File: src/rtl/uart_tx_controller_pkg.sv
// UartGlobalPkg: shared UART configuration types, transmit FSM states and divisor/parity helpers.
package UartGlobalPkg;

    localparam int DATA_WIDTH = 8;

    typedef enum logic [4:0] {
        OVERSAMPLING_8  = 5'd8,
        OVERSAMPLING_16 = 5'd16
    } overSamplingEnum;

    typedef enum logic [16:0] {
        BAUD_4800   = 17'd4800,
        BAUD_9600   = 17'd9600,
        BAUD_19200  = 17'd19200,
        BAUD_38400  = 17'd38400,
        BAUD_57600  = 17'd57600,
        BAUD_115200 = 17'd115200
    } baudRateEnum;

    typedef enum logic [3:0] {
        FIVE_BIT  = 4'd5,
        SIX_BIT   = 4'd6,
        SEVEN_BIT = 4'd7,
        EIGHT_BIT = 4'd8
    } dataTypeEnum;

    typedef enum logic {
        EVEN_PARITY = 1'b0,
        ODD_PARITY  = 1'b1
    } parityTypeEnum;

    typedef enum logic [1:0] {
        ONE_BIT = 2'd1,
        TWO_BIT = 2'd2
    } stopBitEnum;

    typedef struct packed {
        overSamplingEnum uartOverSamplingMethod;
        baudRateEnum     uartBaudRate;
        dataTypeEnum     uartDataType;
        parityTypeEnum   uartParityType;
        logic            uartParityEnable;
        logic            uartParityErrorInjection;
    } UartConfigStruct;

    typedef enum logic [2:0] {IDLE, START, DATA, PARITY, STOP} uartTxStateEnum;

    localparam UartConfigStruct CFG_RESET = '{OVERSAMPLING_16, BAUD_9600, EIGHT_BIT, EVEN_PARITY, 1'b0, 1'b0};

    // floor(floor(clk/baud)/os) == floor(clk/(baud*os)); each branch folds to a constant
    function automatic logic [31:0] baud_divisor(input int unsigned clk_hz, input baudRateEnum baud,
                                                 input overSamplingEnum os);
        logic [31:0] per_baud;
        case (baud)
            BAUD_4800:   per_baud = clk_hz / 32'd4800;
            BAUD_19200:  per_baud = clk_hz / 32'd19200;
            BAUD_38400:  per_baud = clk_hz / 32'd38400;
            BAUD_57600:  per_baud = clk_hz / 32'd57600;
            BAUD_115200: per_baud = clk_hz / 32'd115200;
            default:     per_baud = clk_hz / 32'd9600;
        endcase
        return (os == OVERSAMPLING_16) ? per_baud >> 4 : per_baud >> 3;
    endfunction

    function automatic logic data_parity(input logic [DATA_WIDTH-1:0] d, input dataTypeEnum w);
        return ^(d & ({DATA_WIDTH{1'b1}} >> (4'(DATA_WIDTH) - w)));
    endfunction

endpackage

File: src/rtl/uart_tx_controller_if.sv
// uart_tx_controller_if: valid/ready byte handshake between the packet source and the transmitter.
interface uart_tx_controller_if;
    import UartGlobalPkg::*;

    logic [DATA_WIDTH-1:0] txData;
    logic                  txValid;
    logic                  txReady;

    modport master (output txData, output txValid, input txReady);
    modport slave  (input txData, input txValid, output txReady);

endinterface

File: src/rtl/uart_tx_controller_baud_tick_gen.sv
// uart_baud_tick_gen: free-running divisor counter emitting a one-cycle oversample tick while enabled.
module uart_baud_tick_gen #(
    parameter int DIV_W = 32
) (
    input  logic             clk,
    input  logic             reset,
    input  logic             clr,
    input  logic             en,
    input  logic [DIV_W-1:0] divisor,
    output logic             tick
);

    logic [DIV_W-1:0] cnt_q, cnt_d;

    always_comb begin
        tick  = en && (cnt_q == divisor - DIV_W'(1));
        cnt_d = (clr || tick) ? '0 : en ? cnt_q + DIV_W'(1) : cnt_q;
    end

    always_ff @(posedge clk or negedge reset) begin
        if (!reset) cnt_q <= '0;
        else        cnt_q <= cnt_d;
    end

endmodule

File: src/rtl/uart_tx_controller.sv
// uart_tx_controller: sends one frame at a time (start, data LSB first, optional parity, stop)
// on tx, latching data and configuration at the accept handshake.
module uart_tx_controller
    import UartGlobalPkg::*;
#(
    parameter int unsigned CLK_FREQ_HZ = 50_000_000
) (
    input  logic                       clk,
    input  logic                       reset,
    input  UartConfigStruct            uartConfig,
    input  stopBitEnum                 stopBits,
    uart_tx_controller_if.slave        tx_if,
    output logic                       tx,
    output logic                       busy,
    output logic                       frameDone,
    output logic                       sampleTick
);

    uartTxStateEnum        state_q, state_d;
    UartConfigStruct       cfg_q, cfg_d;
    stopBitEnum            stop_q, stop_d;
    logic [DATA_WIDTH-1:0] data_q, data_d;
    logic [2:0]            idx_q, idx_d;
    logic [4:0]            os_cnt_q, os_cnt_d;
    logic                  tx_q, tx_d;
    logic                  done_q, done_d;
    logic [31:0]           div_raw, divisor;
    logic                  ready, accept, bit_done, last_data, last_stop, par_bit;

    always_comb begin
        div_raw   = baud_divisor(CLK_FREQ_HZ, cfg_q.uartBaudRate, cfg_q.uartOverSamplingMethod);
        divisor   = (div_raw == '0) ? 32'd1 : div_raw;
        ready     = (state_q == IDLE);
        accept    = tx_if.txValid && ready;
        bit_done  = sampleTick && (os_cnt_q == cfg_q.uartOverSamplingMethod - 5'd1);
        last_data = (idx_q == 3'(cfg_q.uartDataType - 4'd1));
        last_stop = (idx_q == {1'b0, stop_q - 2'd1});
        par_bit   = data_parity(data_q, cfg_q.uartDataType) ^ (cfg_q.uartParityType == ODD_PARITY)
                    ^ cfg_q.uartParityErrorInjection;
    end

    assign tx_if.txReady = ready;

    uart_baud_tick_gen #(.DIV_W(32)) u_tick (
        .clk    (clk),
        .reset  (reset),
        .clr    (accept),
        .en     (busy),
        .divisor(divisor),
        .tick   (sampleTick)
    );

    always_ff @(posedge clk or negedge reset) begin
        if (!reset) begin
            state_q  <= IDLE;
            cfg_q    <= CFG_RESET;
            stop_q   <= ONE_BIT;
            data_q   <= '0;
            idx_q    <= '0;
            os_cnt_q <= '0;
            tx_q     <= 1'b1;
            done_q   <= 1'b0;
        end else begin
            state_q  <= state_d;
            cfg_q    <= cfg_d;
            stop_q   <= stop_d;
            data_q   <= data_d;
            idx_q    <= idx_d;
            os_cnt_q <= os_cnt_d;
            tx_q     <= tx_d;
            done_q   <= done_d;
        end
    end

    // idx_q counts data bits, then is reused to count stop bits
    always_comb begin
        state_d  = state_q;
        idx_d    = idx_q;
        cfg_d    = accept ? uartConfig : cfg_q;
        stop_d   = accept ? stopBits : stop_q;
        data_d   = accept ? tx_if.txData : data_q;
        os_cnt_d = (accept || bit_done) ? '0 : sampleTick ? os_cnt_q + 5'd1 : os_cnt_q;
        case (state_q)
            IDLE: begin
                state_d = accept ? START : IDLE;
                idx_d   = '0;
            end
            START:  state_d = bit_done ? DATA : START;
            DATA: begin
                if (bit_done) begin
                    state_d = last_data ? (cfg_q.uartParityEnable ? PARITY : STOP) : DATA;
                    idx_d   = last_data ? '0 : idx_q + 3'd1;
                end
            end
            PARITY: state_d = bit_done ? STOP : PARITY;
            STOP: begin
                if (bit_done) begin
                    state_d = last_stop ? IDLE : STOP;
                    idx_d   = last_stop ? '0 : idx_q + 3'd1;
                end
            end
            default: state_d = IDLE;
        endcase
    end

    always_comb begin
        busy   = (state_q != IDLE);
        tx_d   = (state_d == DATA) ? data_q[idx_d] : (state_d == PARITY) ? par_bit : (state_d != START);
        done_d = (state_q == STOP) && (state_d == IDLE);
    end

    assign tx        = tx_q;
    assign frameDone = done_q;

endmodule

File: src/flat_wrapper.sv
// flat-port wrapper written by rule: the top's interface ports become plain ports
module uart_tx_controller_flat import UartGlobalPkg::*;
#(
    parameter int unsigned CLK_FREQ_HZ = 50_000_000
)
  (clk, reset, uartConfig, stopBits, tx, busy, frameDone, sampleTick, tx_if_txData, tx_if_txValid, tx_if_txReady);
  uart_tx_controller_if tx_if_i ();
  input  logic clk;
  input  logic reset;
  input  UartConfigStruct uartConfig;
  input  stopBitEnum stopBits;
  output logic tx;
  output logic busy;
  output logic frameDone;
  output logic sampleTick;
  input wire logic [$bits(tx_if_i.txData)-1:0] tx_if_txData;
  input wire logic [$bits(tx_if_i.txValid)-1:0] tx_if_txValid;
  output wire logic [$bits(tx_if_i.txReady)-1:0] tx_if_txReady;
  assign tx_if_i.txData = tx_if_txData;
  assign tx_if_i.txValid = tx_if_txValid;
  assign tx_if_txReady = tx_if_i.txReady;
  uart_tx_controller #(.CLK_FREQ_HZ(CLK_FREQ_HZ)) u_core (.clk(clk), .reset(reset), .uartConfig(uartConfig), .stopBits(stopBits), .tx_if(tx_if_i), .tx(tx), .busy(busy), .frameDone(frameDone), .sampleTick(sampleTick));
endmodule
File: config.mk
export PLATFORM = sky130hd
export DESIGN_NAME = uart_tx_controller_flat
export DESIGN_NICKNAME = d
export VERILOG_FILES = /design/src/rtl/uart_tx_controller_pkg.sv /design/src/rtl/uart_tx_controller_if.sv /design/src/rtl/uart_tx_controller_baud_tick_gen.sv /design/src/rtl/uart_tx_controller.sv /design/src/flat_wrapper.sv
export SDC_FILE = /design/constraint.sdc
export NUM_CORES = 1
export LEC_CHECK = 0
export CORE_ASPECT_RATIO = 2
export CORE_UTILIZATION = 55
export DETAILED_ROUTE_END_ITERATION = 10
export GPL_ROUTABILITY_DRIVEN = 0
export PLACE_DENSITY = 0.77
export SYNTH_ARGS = -nofsm -noshare
export SYNTH_HDL_FRONTEND = slang
export SYNTH_SLANG_ARGS = --single-unit
File: constraint.sdc
create_clock -name clk -period 12.3 [get_ports clk]
set_input_delay 2.46 -clock clk [delete_from_list [all_inputs] [get_ports clk]]
set_output_delay 2.46 -clock clk [all_outputs]
set_load 0.02 [all_outputs]
==> results of run 1 <==
-- through the flow --
stage / hold WS (ns) / util (%)
finish: 0.5149 / 66.55
global route: 0.5325 / 66.55
CTS: 0.5196 / 66.55
detailed placement: 0.5064 / 63.06
global placement: 0.4912 / 63.06
floorplan: 0.4740 / -
-- layer usage --
| metal | share of wire [%] | routed length [um] |
|---|---|---|
| met5 | 0 | 0 |
| met4 | 3.1 | 330 |
| met3 | 3.1 | 328 |
| met2 | 57 | 6086 |
| met1 | 37 | 3935 |
-- final cells by class --
cell class,count,area [um^2]
clock buffers,12,256.5
inverters,15,56.30
repair buffers,48,473.0
fillers,703,2913
flip-flops and latches,84,2112
well taps,100,125.1
multi-input cells,399,2725
clock inverters,4,47.55
-- worst paths after layout --
path,cells past startpoint,end,start,slack (ns)
worst max register to register,18,u_core.os_cnt_q[2],u_core.cfg_q[20],6.98
max in group asynchronous,1,u_core.stop_q[1],reset,9.33
worst max-delay path,14,sampleTick,u_core.cfg_q[20],4.79
worst min-delay path,1,u_core.cfg_q[10],u_core.cfg_q[10],0.51
worst min register to register,1,u_core.cfg_q[10],u_core.cfg_q[10],0.51
min in group asynchronous,1,u_core.u_tick.cnt_q[15],reset,2.30
-- state kept, by name, summed over array words and instances (netlist names) --
| signal | flops |
|---|---|
| u_core.data_q | 8 |
| u_core.cfg_q | 29 |
| u_core.state_q | 3 |
| u_core.u_tick.cnt_q | 32 |
| u_core.tx | 1 |
| u_core.idx_q | 3 |
| u_core.stop_q | 2 |
| u_core.os_cnt_q | 5 |
| u_core.frameDone | 1 |
-- worst max-delay path: stages (launching register included) --
cell and delay, ns:
dfstp_2 0.56, and4bb_2 0.24, o2111ai_1 0.42, nor2_1 0.19, o311ai_0 0.59, inv_1 0.10
ha_1 0.33, xor2_1 0.16, nand4_1 0.10, nor3_1 0.23, o31ai_1 0.10, a221oi_1 0.25
nand4b_1 0.22, nor4_1 0.51, clkdlybuf4s50_1 0.72
-- synthesized netlist by cell type, drive strengths merged, types with 3 or more instances --
cell type	count
mux2	35
inv	15
nand3	20
o21ai	21
a21oi	12
ha	10
o31ai	5
nand2b	3
and3	11
nor3b	5
a22oi	3
nor2	66
nand2	48
dfstp	8
and2	4
nor4	9
mux2i	3
buf	7
nor4bb	5
nand4	12
a211o	3
xnor2	30
xor2	34
clkbuf	11
nor3	14
or2	3
dfrtp	76
or3	6
-- kinds of logic after synthesis --
logic type,share of synthesized area [%]
and+or+nand+nor,23.03
DFF,42.53
AOI/OAI and AO/OA,8.491
xor gates and xnor gates,11.29
muxes,9.448
buffers and inverters,2.620
adders and majority gates,2.520
other,0.07551
-- cell usage in the layout (no fill, tap or decap), types with 3 or more instances in the layout --
master	Yosys	routed
a211o_1	3	3
a21oi_1	11	11
a22oi_1	3	3
and2_1	4	3
and3_1	11	11
buf_4	0	3
clkbuf_16	0	9
clkdlybuf4s50_1	0	45
dfrtp_1	76	76
dfstp_2	8	8
ha_1	10	10
inv_1	14	14
mux2_2	35	35
mux2i_1	3	3
nand2_1	48	48
nand2b_1	3	3
nand3_1	19	19
nand4_1	12	12
nor2_1	66	66
nor3_1	14	14
nor3b_1	5	5
nor4_1	7	7
nor4bb_1	5	5
o21ai_0	19	19
o31ai_1	5	5
or3_1	6	6
xnor2_1	30	30
xor2_1	34	34
-- power groups by stage --
| stage | sequential (W) | clock, W | combinational, W |
|---|---|---|---|
| 2_1_floorplan | 0.000281 | 0 | 0.000000705 |
| 3_3_place_gp | 0.000281 | 0 | 0.0000189 |
| 3_5_place_dp | 0.000281 | 0 | 0.0000192 |
| 4_1_cts | 0.000276 | 0.000277 | 0.0000193 |
| 5_1_grt | 0.000276 | 0.000285 | 0.0000208 |
| 6_report | 0.000277 | 0.000271 | 0.0000187 |
==> impl_metrics.py, run 1 <==
metrics = {
    "finish": {
        "area.growth.synth_to_final_pct": 16.70,
        "drive_gt1_share_pct": 13.17,
        "fin_nets": 609,
        "finalInstanceArea_um2": 5796,
        "fin_cells": 662,
        "antennaDiodeCount": 0,
    },
    "global_route": {
        "grt_pass1_vias": 4116,
        "antenna_found_initial": 0,
        "use_met2_pct": 45.85,
        "grtUsageTotal_pct": 24.82,
        "grt_pass1_wl_um": 18600,
        "use_met3_pct": 4.893,
        "grt.busiest_layer": "met2",
        "use_met1_pct": 26.29,
        "grt-ovfl-total": 0,
        "grt_start_max_net_pins": 85,
    },
    "yosys": {
        "yosys_warnings": 0,
        "yosys_register_bits": 84,
        "ys_top_cells_by_area": "dfrtp_1 38%, mux2_2 7.9%, xor2_1 6.0%",
        "synth_top_cell_area_share_pct": 38.30,
        "yosys.cell_types.count": 65,
        "syn_inst": 516,
        "synth_edf_count": 0,
        "seq_area_frac_synth_pct": 42.53,
        "avgSynthCellArea_um2": 9.624,
        "syn-num-nets": 568,
        "syn_area_um2": 4966,
        "synth.largest_area_cell": "dfrtp_1",
        "synth_ff_type": "dfrtp_1",
        "synthArstFlopShare_pct": 100.0,
    },
    "drt": {
        "routed_via_density": 6.068,
        "drc": 0,
        "vias": 4017,
        "routed_wirelength_um": 10680,
        "wl_per_cell_um": 16.13,
        "drtPass1Iterations": 5,
        "ant_nets": 0,
        "drtIter0Drc": 233,
    },
    "clocking": {
        "ctsHoldBuffers": 0,
        "clk_path_buf_depth": 2,
        "h-tree-depth": 3,
        "tritoncts": "done",
        "cts_resized": 0,
        "clock_sinks": 84,
        "cts_root_buffer": "clkbuf_16",
        "post_cts_buffers": 0,
        "cts_buffers": 9,
        "clk_pin_slew_ns": 0.06,
        "clk_latency_ns": 0.34,
    },
    "die": {
        "start_util_pct": 57.03,
        "core-area_um2": 8708,
        "io_pins": 47,
        "die_y_um": 136.4,
        "fp.dieArea_um2": 9436,
        "fp-row-count": 48,
        "die_w_um": 69.19,
    },
    "setup_path": {
        "cp-end-kind": "output port",
        "critPathMaxFanout": 6,
        "critPathArrivalTime_ns": 5.05,
        "required_ns": 9.84,
        "cp-start-kind": "flop",
        "critPathKind": "reg2out",
    },
    "timing": {
        "worst_pin_slew_ns": 1.031,
        "period_share_pct": 61.09,
        "hold_viol": 0,
        "drv_slew": 0,
        "timing.final.crit_period_ns": 7.514,
        "setup_viol": 0,
        "timing.fmax_mhz": 133.1,
        "clock_skew_ns": 0.004722,
        "rsz0062_at_grt": "false",
        "worst_slack_ns": 4.786,
        "max_slew_margin_pct": 31.30,
        "fin_setup_tns_ns": 0,
    },
    "placed_design": {
        "dpl_cell_area_um2": 5492,
        "post-place-ws_ns": 5.213,
        "dp_cells": 646,
        "hpwl_um": 7994,
        "portBuffers": 46,
    },
    "pwr": {
        "irDropWorstVdd_mv": 0.1018,
        "p_int_w": 0.0004556,
        "power_w": 0.0005664,
        "comb_power_share_pct": 3.3,
        "leakagePower_nw": 2.583,
        "cellPowerDensity_nw_per_um2": 97.74,
        "clkPwrFrac_pct": 47.9,
        "p_switching_w": 0.0001108,
        "swShare_pct": 19.56,
        "pwr-share-seq_pct": 48.8,
    },
    "outcome": {
        "status": "finished, final reports clean",
    },
    "min_path": {
        "hp-class": "reg2reg",
    },
    "flow_run": {
        "max_cap_violations": 0,
    },
}
No activity file was read; power rests on OpenSTA's default activity.
==> run 2, diff against run 1 <==
CORE_UTILIZATION = 52   (was 55)
PLACE_DENSITY = 0.76   (was 0.77)
clock period = 6.5 ns   (was 12.3 ns; I/O delays follow)
==> run 2 against run 1 <==
Net effect: the run now ends with design-rule violations left; sequential power up 89%; combinational power up 90%; sequential share of layout area is essentially flat; die area is 5.6% higher; critical path type unchanged.
==> impl_metrics.py, run 2 (synthesis results as in run 1) <==
metrics = {
    "die": {
        "die_y_um": 140.2,
        "fp-row-count": 50,
        "die_w_um": 71.10,
        "io_pins": 47,
        "fp.dieArea_um2": 9968,
        "core-area_um2": 9321,
        "start_util_pct": 53.28,
    },
    "timing": {
        "timing.final.crit_period_ns": 6.042,
        "drv_slew": 0,
        "period_share_pct": 92.96,
        "timing.fmax_mhz": 165.5,
        "rsz0062_at_grt": "false",
        "fin_setup_tns_ns": 0,
        "clock_skew_ns": 0.005690,
        "max_slew_margin_pct": 29.12,
        "hold_viol": 0,
        "worst_pin_slew_ns": 1.063,
        "setup_viol": 0,
        "worst_slack_ns": 0.4579,
    },
    "finish": {
        "antennaDiodeCount": 0,
        "regMostFlops": "u_core.u_tick.cnt_q",
        "largest_reg_flops": 32,
        "final_common_cell": "dfrtp_1",
        "drive_gt1_share_pct": 13.35,
        "area.growth.synth_to_final_pct": 16.73,
        "final_cell_mix": "76 x dfrtp_1, 66 x nor2_1, 48 x nand2_1, 45 x clkdlybuf4s50_1, 35 x mux2_2",
        "fin_nets": 609,
        "top_regs": "u_core.u_tick.cnt_q: 32 flops, u_core.cfg_q: 29 flops, u_core.data_q: 8 flops",
    },
    "global_route": {
        "grt_start_max_net_pins": 85,
        "grt_pass1_wl_um": 18350,
        "grtUsageTotal_pct": 23.63,
        "antenna_found_initial": 0,
        "grt_pass1_vias": 4075,
        "grt-ovfl-total": 0,
    },
    "clocking": {
        "cts_buffers": 9,
        "ctsHoldBuffers": 0,
        "cts_resized": 0,
        "clock_sinks": 84,
        "tritoncts": "done",
        "clk_pin_slew_ns": 0.06,
        "post_cts_buffers": 0,
        "h-tree-depth": 3,
        "clk_path_buf_depth": 2,
        "cts_root_buffer": "clkbuf_16",
        "clk_latency_ns": 0.35,
    },
    "setup_path": {
        "critPathMaxFanout": 6,
        "cp-end-kind": "output port",
        "critical_path.endpoint": "sampleTick",
        "path_cells": "nor4b_1, o2111ai_1, or3_1, o31ai_1, ha_1, xor2_1, nand4_1, nor3_1, o31ai_1, a221oi_1, nand4b_1, nor4_2, clkdlybuf4s50_1",
        "worstReg2RegStart": "u_core.cfg_q[19]",
        "worst-r2r-setup-slack_ns": 1.75,
        "worstRegToRegCells": 15,
        "required_ns": 5.20,
        "max_stage_delay_ns": 0.69,
        "critPathArrivalTime_ns": 4.74,
        "r2r_end": "u_core.u_tick.cnt_q[10]",
        "critPathKind": "reg2out",
        "cp-start-kind": "flop",
        "cp_common_cell": "o31ai_1",
        "startpoint": "u_core.cfg_q[19]",
        "cp_slowest_cell": "clkdlybuf4s50_1",
    },
    "min_path": {
        "hp-class": "reg2reg",
        "min_path_cells": 1,
    },
    "drt": {
        "routed_via_density": 5.919,
        "drtPass1Iterations": 8,
        "ant_nets": 0,
        "wl_per_cell_um": 16.17,
        "drtIter0Drc": 185,
        "drc": 1,
        "routed_wirelength_um": 10770,
        "vias": 3942,
    },
    "pwr": {
        "cellPowerDensity_nw_per_um2": 183.5,
        "leakagePower_nw": 2.565,
        "irDropWorstVdd_mv": 0.1608,
        "power_w": 0.001064,
    },
    "outcome": {
        "violations": "design-rule violations",
        "status": "complete, but fails checks",
    },
    "placed_design": {
        "post-place-ws_ns": 0.5438,
        "portBuffers": 46,
        "hpwl_um": 8115,
    },
    "flow_run": {
        "max_cap_violations": 0,
    },
}
==> run 2: how the worst min path moves through the flow <==
stage | startpoint | end
final | u_core.cfg_q[12] | u_core.cfg_q[12]
after floorplan | u_core.state_q[0] | u_core.frameDone
after CTS | u_core.cfg_q[12] | u_core.cfg_q[12]
after detailed placement | u_core.cfg_q[12] | u_core.cfg_q[12]
after global placement | u_core.cfg_q[10] | u_core.cfg_q[10]
after global routing | u_core.cfg_q[12] | u_core.cfg_q[12]
==> run 2: worst max-delay path, delay by kind of cell (launching register included) <==
kind / cells / cell delay [ns]
xor+xnor: 1 / 0.16
fa+ha+maj: 1 / 0.28
buf+inv: 1 / 0.69
simple gates: 6 / 2.02
flops: 1 / 0.42
compound gates: 4 / 0.84
==> run 2: final cells by class <==
class | instances | area, um^2
fillers | 775 | 3525
multi-input cells | 399 | 2731
flip-flops and latches | 84 | 2112
repair buffers | 48 | 473.0
clock buffers | 10 | 229.0
well taps | 104 | 130.1
clock inverters | 6 | 65.06
inverters | 15 | 56.30
==> run 2: power by group <==
group	switching [W]	internal [W]
sequential	0	0.000523
clock	0.000208	0.000297
combinational	0.0000137	0.0000219
==> run 2: metal layers <==
layer,vias to the layer above,wire length (um),global-route usage [%]
li1,1897,-,-
met1,1906,3916,24.60
met2,101,6072,43.32
met3,38,353,4.101
met4,0,423,13.79
met5,-,0,0
==> run 2: stage by stage <==
step / util [%] / instances / cell area [um^2] / hold slack (ns)
floorplan: - / 516 / 4966 / 0.4740
global placement: 58.97 / 650 / 5497 / 0.4903
detailed placement: 58.97 / 650 / 5497 / 0.5023
CTS: 62.12 / 666 / 5791 / 0.5156
global route: 62.19 / 666 / 5797 / 0.5381
finish: 62.19 / 666 / 5797 / 0.5123
==> run 3, diff against run 2 <==
SKIP_CTS_REPAIR_TIMING = 1   (was unset)
==> results of run 3 <==
Same layout as run 2: the final DEF is identical, and so are final timing and power.
